**src/rtl/mem_arbiter_if.sv**
```systemverilog
// Bus bundle between the CPU requesters, the arbiter and the single-port RAM.
// The slave modport is the arbiter's view; master is the core/RAM side.
interface mem_arbiter_if #(
  parameter int CPU_WIDTH = 32,
  parameter int RAM_WIDTH = 31
);
  logic                   i_req;
  logic [CPU_WIDTH-1:0]   i_addr;
  logic                   i_gnt;
  logic                   i_rvalid;
  logic [CPU_WIDTH-1:0]   i_rdata;

  logic                   d_req;
  logic                   d_we;
  logic [CPU_WIDTH/8-1:0] d_be;
  logic [CPU_WIDTH-1:0]   d_addr;
  logic [CPU_WIDTH-1:0]   d_wdata;
  logic                   d_gnt;
  logic                   d_rvalid;
  logic [CPU_WIDTH-1:0]   d_rdata;

  logic                   ram_en;
  logic                   ram_we;
  logic [CPU_WIDTH/8-1:0] ram_be;
  logic [RAM_WIDTH-3:0]   ram_addr;
  logic [CPU_WIDTH-1:0]   ram_wdata;
  logic [CPU_WIDTH-1:0]   ram_rdata;

  modport slave (
    input  i_req, i_addr,
    output i_gnt, i_rvalid, i_rdata,
    input  d_req, d_we, d_be, d_addr, d_wdata,
    output d_gnt, d_rvalid, d_rdata,
    output ram_en, ram_we, ram_be, ram_addr, ram_wdata,
    input  ram_rdata
  );

  modport master (
    output i_req, i_addr,
    input  i_gnt, i_rvalid, i_rdata,
    output d_req, d_we, d_be, d_addr, d_wdata,
    input  d_gnt, d_rvalid, d_rdata,
    input  ram_en, ram_we, ram_be, ram_addr, ram_wdata,
    output ram_rdata
  );
endinterface

```
**src/rtl/mem_arbiter.sv**
```systemverilog
// Single-port RAM arbiter: fixed data-port priority with a fetch starvation
// guard, and a tag pipeline that routes read data back to the issuing port.
module mem_arbiter #(
  parameter int CPU_WIDTH    = 32,
  parameter int RAM_WIDTH    = 31,
  parameter int RAM_LATENCY  = 1,
  parameter int STARVE_LIMIT = 4
) (
  input  logic          clk,
  input  logic          a_reset_n,
  mem_arbiter_if.slave  bus
);

  localparam logic [3:0] LIMIT = 4'(STARVE_LIMIT);

  logic                   i_win;
  logic                   d_win;
  logic                   rd_issue;
  logic [3:0]             starve_q;
  logic [3:0]             starve_d;
  logic [RAM_LATENCY-1:0] tag_vld_q;
  logic [RAM_LATENCY-1:0] tag_vld_d;
  logic [RAM_LATENCY-1:0] tag_dat_q;
  logic [RAM_LATENCY-1:0] tag_dat_d;
  logic                   unused_addr_bits;

  // Data wins a tie unless fetch has already lost STARVE_LIMIT times in a row.
  always_comb begin
    i_win = 1'b0;
    d_win = 1'b0;
    if (a_reset_n) begin
      if (bus.d_req && !(bus.i_req && (starve_q == LIMIT))) begin
        d_win = 1'b1;
      end else if (bus.i_req) begin
        i_win = 1'b1;
      end
    end
  end

  assign bus.i_gnt     = i_win;
  assign bus.d_gnt     = d_win;
  assign bus.ram_en    = i_win | d_win;
  assign bus.ram_we    = d_win & bus.d_we;
  assign bus.ram_be    = d_win ? bus.d_be : '1;
  assign bus.ram_addr  = d_win ? bus.d_addr[RAM_WIDTH-1:2] : bus.i_addr[RAM_WIDTH-1:2];
  assign bus.ram_wdata = bus.d_wdata;

  assign rd_issue = bus.ram_en & ~bus.ram_we;

  always_comb begin
    starve_d = 4'd0;
    if (bus.i_req && !i_win) begin
      starve_d = (starve_q == LIMIT) ? starve_q : starve_q + 4'd1;
    end
  end

  always_comb begin
    tag_vld_d    = '0;
    tag_dat_d    = '0;
    tag_vld_d[0] = rd_issue;
    tag_dat_d[0] = d_win;
    for (int s = 1; s < RAM_LATENCY; s++) begin
      tag_vld_d[s] = tag_vld_q[s-1];
      tag_dat_d[s] = tag_dat_q[s-1];
    end
  end

  // Control state clears on reset; the is_data tag bits are only qualified by valid.
  always_ff @(posedge clk) begin
    if (!a_reset_n) begin
      starve_q  <= 4'd0;
      tag_vld_q <= '0;
    end else begin
      starve_q  <= starve_d;
      tag_vld_q <= tag_vld_d;
    end
    tag_dat_q <= tag_dat_d;
  end

  assign bus.i_rvalid = a_reset_n & tag_vld_q[RAM_LATENCY-1] & ~tag_dat_q[RAM_LATENCY-1];
  assign bus.d_rvalid = a_reset_n & tag_vld_q[RAM_LATENCY-1] &  tag_dat_q[RAM_LATENCY-1];
  assign bus.i_rdata  = bus.ram_rdata;
  assign bus.d_rdata  = bus.ram_rdata;

  // Low address bits and bits above the decoded RAM window are ignored.
  assign unused_addr_bits = ^{bus.i_addr[1:0], bus.d_addr[1:0],
                              bus.i_addr[CPU_WIDTH-1:RAM_WIDTH],
                              bus.d_addr[CPU_WIDTH-1:RAM_WIDTH]};

endmodule

```
**src/flat_wrapper.sv**
```systemverilog
// flat-port wrapper written by rule: the top's interface ports become plain ports
module mem_arbiter_flat 
#(
  parameter int CPU_WIDTH    = 32,
  parameter int RAM_WIDTH    = 31,
  parameter int RAM_LATENCY  = 1,
  parameter int STARVE_LIMIT = 4
)
  (clk, a_reset_n, bus_i_req, bus_i_addr, bus_i_gnt, bus_i_rvalid, bus_i_rdata, bus_d_req, bus_d_we, bus_d_be, bus_d_addr, bus_d_wdata, bus_d_gnt, bus_d_rvalid, bus_d_rdata, bus_ram_en, bus_ram_we, bus_ram_be, bus_ram_addr, bus_ram_wdata, bus_ram_rdata);
  mem_arbiter_if #(.CPU_WIDTH(CPU_WIDTH), .RAM_WIDTH(RAM_WIDTH)) bus_i ();
  input  logic clk;
  input  logic a_reset_n;
  input wire logic [$bits(bus_i.i_req)-1:0] bus_i_req;
  input wire logic [$bits(bus_i.i_addr)-1:0] bus_i_addr;
  output wire logic [$bits(bus_i.i_gnt)-1:0] bus_i_gnt;
  output wire logic [$bits(bus_i.i_rvalid)-1:0] bus_i_rvalid;
  output wire logic [$bits(bus_i.i_rdata)-1:0] bus_i_rdata;
  input wire logic [$bits(bus_i.d_req)-1:0] bus_d_req;
  input wire logic [$bits(bus_i.d_we)-1:0] bus_d_we;
  input wire logic [$bits(bus_i.d_be)-1:0] bus_d_be;
  input wire logic [$bits(bus_i.d_addr)-1:0] bus_d_addr;
  input wire logic [$bits(bus_i.d_wdata)-1:0] bus_d_wdata;
  output wire logic [$bits(bus_i.d_gnt)-1:0] bus_d_gnt;
  output wire logic [$bits(bus_i.d_rvalid)-1:0] bus_d_rvalid;
  output wire logic [$bits(bus_i.d_rdata)-1:0] bus_d_rdata;
  output wire logic [$bits(bus_i.ram_en)-1:0] bus_ram_en;
  output wire logic [$bits(bus_i.ram_we)-1:0] bus_ram_we;
  output wire logic [$bits(bus_i.ram_be)-1:0] bus_ram_be;
  output wire logic [$bits(bus_i.ram_addr)-1:0] bus_ram_addr;
  output wire logic [$bits(bus_i.ram_wdata)-1:0] bus_ram_wdata;
  input wire logic [$bits(bus_i.ram_rdata)-1:0] bus_ram_rdata;
  assign bus_i.i_req = bus_i_req;
  assign bus_i.i_addr = bus_i_addr;
  assign bus_i_gnt = bus_i.i_gnt;
  assign bus_i_rvalid = bus_i.i_rvalid;
  assign bus_i_rdata = bus_i.i_rdata;
  assign bus_i.d_req = bus_d_req;
  assign bus_i.d_we = bus_d_we;
  assign bus_i.d_be = bus_d_be;
  assign bus_i.d_addr = bus_d_addr;
  assign bus_i.d_wdata = bus_d_wdata;
  assign bus_d_gnt = bus_i.d_gnt;
  assign bus_d_rvalid = bus_i.d_rvalid;
  assign bus_d_rdata = bus_i.d_rdata;
  assign bus_ram_en = bus_i.ram_en;
  assign bus_ram_we = bus_i.ram_we;
  assign bus_ram_be = bus_i.ram_be;
  assign bus_ram_addr = bus_i.ram_addr;
  assign bus_ram_wdata = bus_i.ram_wdata;
  assign bus_i.ram_rdata = bus_ram_rdata;
  mem_arbiter #(.CPU_WIDTH(CPU_WIDTH), .RAM_WIDTH(RAM_WIDTH), .RAM_LATENCY(RAM_LATENCY), .STARVE_LIMIT(STARVE_LIMIT)) u_core (.clk(clk), .a_reset_n(a_reset_n), .bus(bus_i));
endmodule
```
**config.mk**
```make
export PLATFORM = sky130hd
export DESIGN_NAME = mem_arbiter_flat
export DESIGN_NICKNAME = d
export VERILOG_FILES = /design/src/rtl/mem_arbiter_if.sv /design/src/rtl/mem_arbiter.sv /design/src/flat_wrapper.sv
export SDC_FILE = /design/constraint.sdc
export NUM_CORES = 1
export LEC_CHECK = 0
export BUFFER_PORTS_ARGS = -buffer_cell sky130_fd_sc_hd__buf_2
export CORE_AREA = 2 2 106 108
export CTS_CLUSTER_SIZE = 14
export DETAILED_ROUTE_END_ITERATION = 8
export DIE_AREA = 0 0 108 110
export PLACE_DENSITY = 0.46
export SLEW_MARGIN = 10
export SYNTH_ARGS = -nofsm -noshare
export SYNTH_HDL_FRONTEND = slang
export SYNTH_SLANG_ARGS = --single-unit
export TNS_END_PERCENT = 30
```
**constraint.sdc**
```tcl
create_clock -name clk -period 1.5 [get_ports clk]
set_input_delay 0.075 -clock clk [delete_from_list [all_inputs] [get_ports clk]]
set_output_delay 0.075 -clock clk [all_outputs]
set_load 0.05 [all_outputs]
```
==> results.toml <==
[status]
status = "complete, but fails checks"
failed_checks = "negative setup slack"

[grt]
grt_pass1_vias = 1098
gr-usage-all-layers = 0.0566
overflow = 0
antenna_found_initial = 0
grt_pass1_wl_um = 5300
grt_max_degree = 14

[clock_network]
tritoncts = "done"
clk_pin_slew_ns = 0.04
htree_levels = 1
cts_buffers = 3
cts.sinks = 6
cts_max_path_buffers = 2
clock_latency_ns = 0.22
clock-root-buffer = "clkbuf_8"

[floorplanning]
ioPinCount = 272
dieArea_um2 = 11900
initial_utilization = 0.131
die_height_um = 110
core_um2 = 10700
rows = 38
die_w_um = 108

[sta]
setup_ws_ns = -0.256
drv_slew = 0
fin_crit_sh = 1.17
hold_ws_ns = 0.121
finalHoldViolCount = 0
setup_tns_ns = -7.24
setup_viol = 36
rsz0062_at_grt = "true"
clock_skew_ns = 0.00344
fmax_mhz = 570
min_period_ns = 1.76
worst_slew_pin_slew_ns = 0.254
slew_headroom = 0.832

[yosys]
synth_area_leader_cell = "buf_4"
synthTopCellsByCount = "buf_4, mux2_2, dfxtp_1, nor2_1, inv_1"
synth_area_leaders = "buf_4, mux2_2, dfxtp_1"
synth_cell_types = 20
synth.most_common_cell = "buf_4"
synth_top_area_share = 0.512
yosysWarnings = 0
ys_seq_area_frac = 0.0854
async_flop_share = 0
synth_top_flop_cell = "dfxtp_1"
synth_seq_cells = 6
avgSynthCellArea_um2 = 8.42
syn_area_um2 = 1410
synth-edff-count = 0
netlist_instances = 167
syn_nets = 306

[worst_setup_path]
cp_slowest_cell = "mux2_2"
path_depth = 7
r2r.worst_path.cells = 7
path_delay_family = "buffers and inverters"
start_kind = "register"
crit_required_ns = 1.42
worstPathCellList = "inv_2 -> ha_4 -> a41oi_4 -> buf_12 -> buf_12 -> mux2_2 -> buf_6"
critPathMaxFanout = 7
slowest_delay_ns = 0.34
crit_type = "register to output pin"
critPathBufInv = 4
end_kind = "output pin"
cp_common_cell = "buf_12"
arrival_ns = 1.68

[finish]
antenna_cells = 0
area.growth.synth_to_final_pct = 42.3
design_area_um2 = 2000
layout.cells.non_filler = 331
fill_cells = 1186
final_nets = 332
drive_gt1_frac = 0.843

[place]
dp_cells = 322
io_buffers = 105
place_hpwl_um = 3020
place_area_um2 = 1540
preCtsSetupSlack_ns = -0.144
place_congestion = 0.663

[pwr]
leakage_nw = 0.991
ir_worst_vdd_mv = 0.254
cellPowerDensity_nw_per_um2 = 584

[drt]
first_iter_violations = 18
wl_per_cell_um = 11.4
drt_pre_antenna_iters = 4
via_count = 1069
final_antenna_net_count = 0
via_per_inst = 3.23
drt-total-wl_um = 3790
drc_errors = 0

[min_path]
hold_depth = 3
min_path_type = "input pin to register"

[run]
cap_viol_max_count = 0
[area by class of cell]
type                    instances  area [µm²]  share of cell area
repair buffers                120        1000               0.501
multi-input cells              57         642               0.321
well taps                     140         175              0.0875
flip-flops and latches          6         123              0.0613
clock buffers                   3        41.3              0.0206
inverters                       5        18.8             0.00938
[metal layers]
metal / up-vias / part of all wire / track usage
li1: 493 / - / -
met1: 478 / 0.31 / 0.0568
met2: 59 / 0.54 / 0.0961
met3: 39 / 0.095 / 0.0165
met4: 0 / 0.052 / 0.0495
met5: - / 0 / 0
[placed cells by master (no fill, tap or decap), types with 4 or more instances in the layout]
cell type,n
buf_2,69
buf_4,6
buf_6,29
buf_8,11
dfxtp_1,4
mux2_4,28
nand2_1,4
nand2b_1,4
nor2_1,6
[report_power, final]
| group | leakage, nW | switching, mW | internal [mW] | total, mW |
|---|---|---|---|---|
| clock network | 0.0216 | 0.0697 | 0.172 | 0.242 |
| logic | 0.920 | 0.402 | 0.357 | 0.759 |
| registers | 0.0499 | 0.00214 | 0.166 | 0.168 |
| total | 0.991 | 0.474 | 0.695 | 1.17 |
[path summary, 6_finish.rpt]
kind                      startpoint                 end  slack, ns
setup / recovery  u_core.starve_q[1]     bus_ram_addr[4]      -0.26
hold / removal              bus_d_we    u_core.tag_vld_q       0.12
setup reg to reg  u_core.starve_q[1]  u_core.starve_q[2]       0.16
hold reg to reg   u_core.starve_q[0]  u_core.starve_q[0]       0.51
[flip-flops by register name, indices dropped and copies added, names as in the netlist]
signal and count:
u_core.starve_q 4, u_core.tag_dat_q 1, u_core.tag_vld_q 1
[kinds of logic after synthesis]
logic type,count (synthesis),share of synthesized area
AO/OA/AOI/OAI,5,0.0374
multiplexers,30,0.239
adder cells (fa/ha/maj),2,0.0178
AND/OR/NAND/NOR,20,0.0703
flip-flops,6,0.0854
buffers and inverters,104,0.550
[through the flow]
stage,power (mW),utilization
after CTS,1.16,0.180
after global placement,0.755,0.144
after floorplan,1.28,-
final,1.17,0.187
after detailed placement,0.762,0.144
after global routing,1.23,0.187
[tightest hold or removal path: cells and delay by family]
kind,cells,cell delay [ns]
buf+inv,2,0.15
compound gates,1,0.09
[what timing repair did]
action,4_1_cts,5_1_grt
gates resized for setup,83,13
hold buffers,0,0
cloned,2,1
setup buffers,2,1
pin swaps,2,2
setup endpoints to repair,36,37
(Power assumes the default switching activity.)
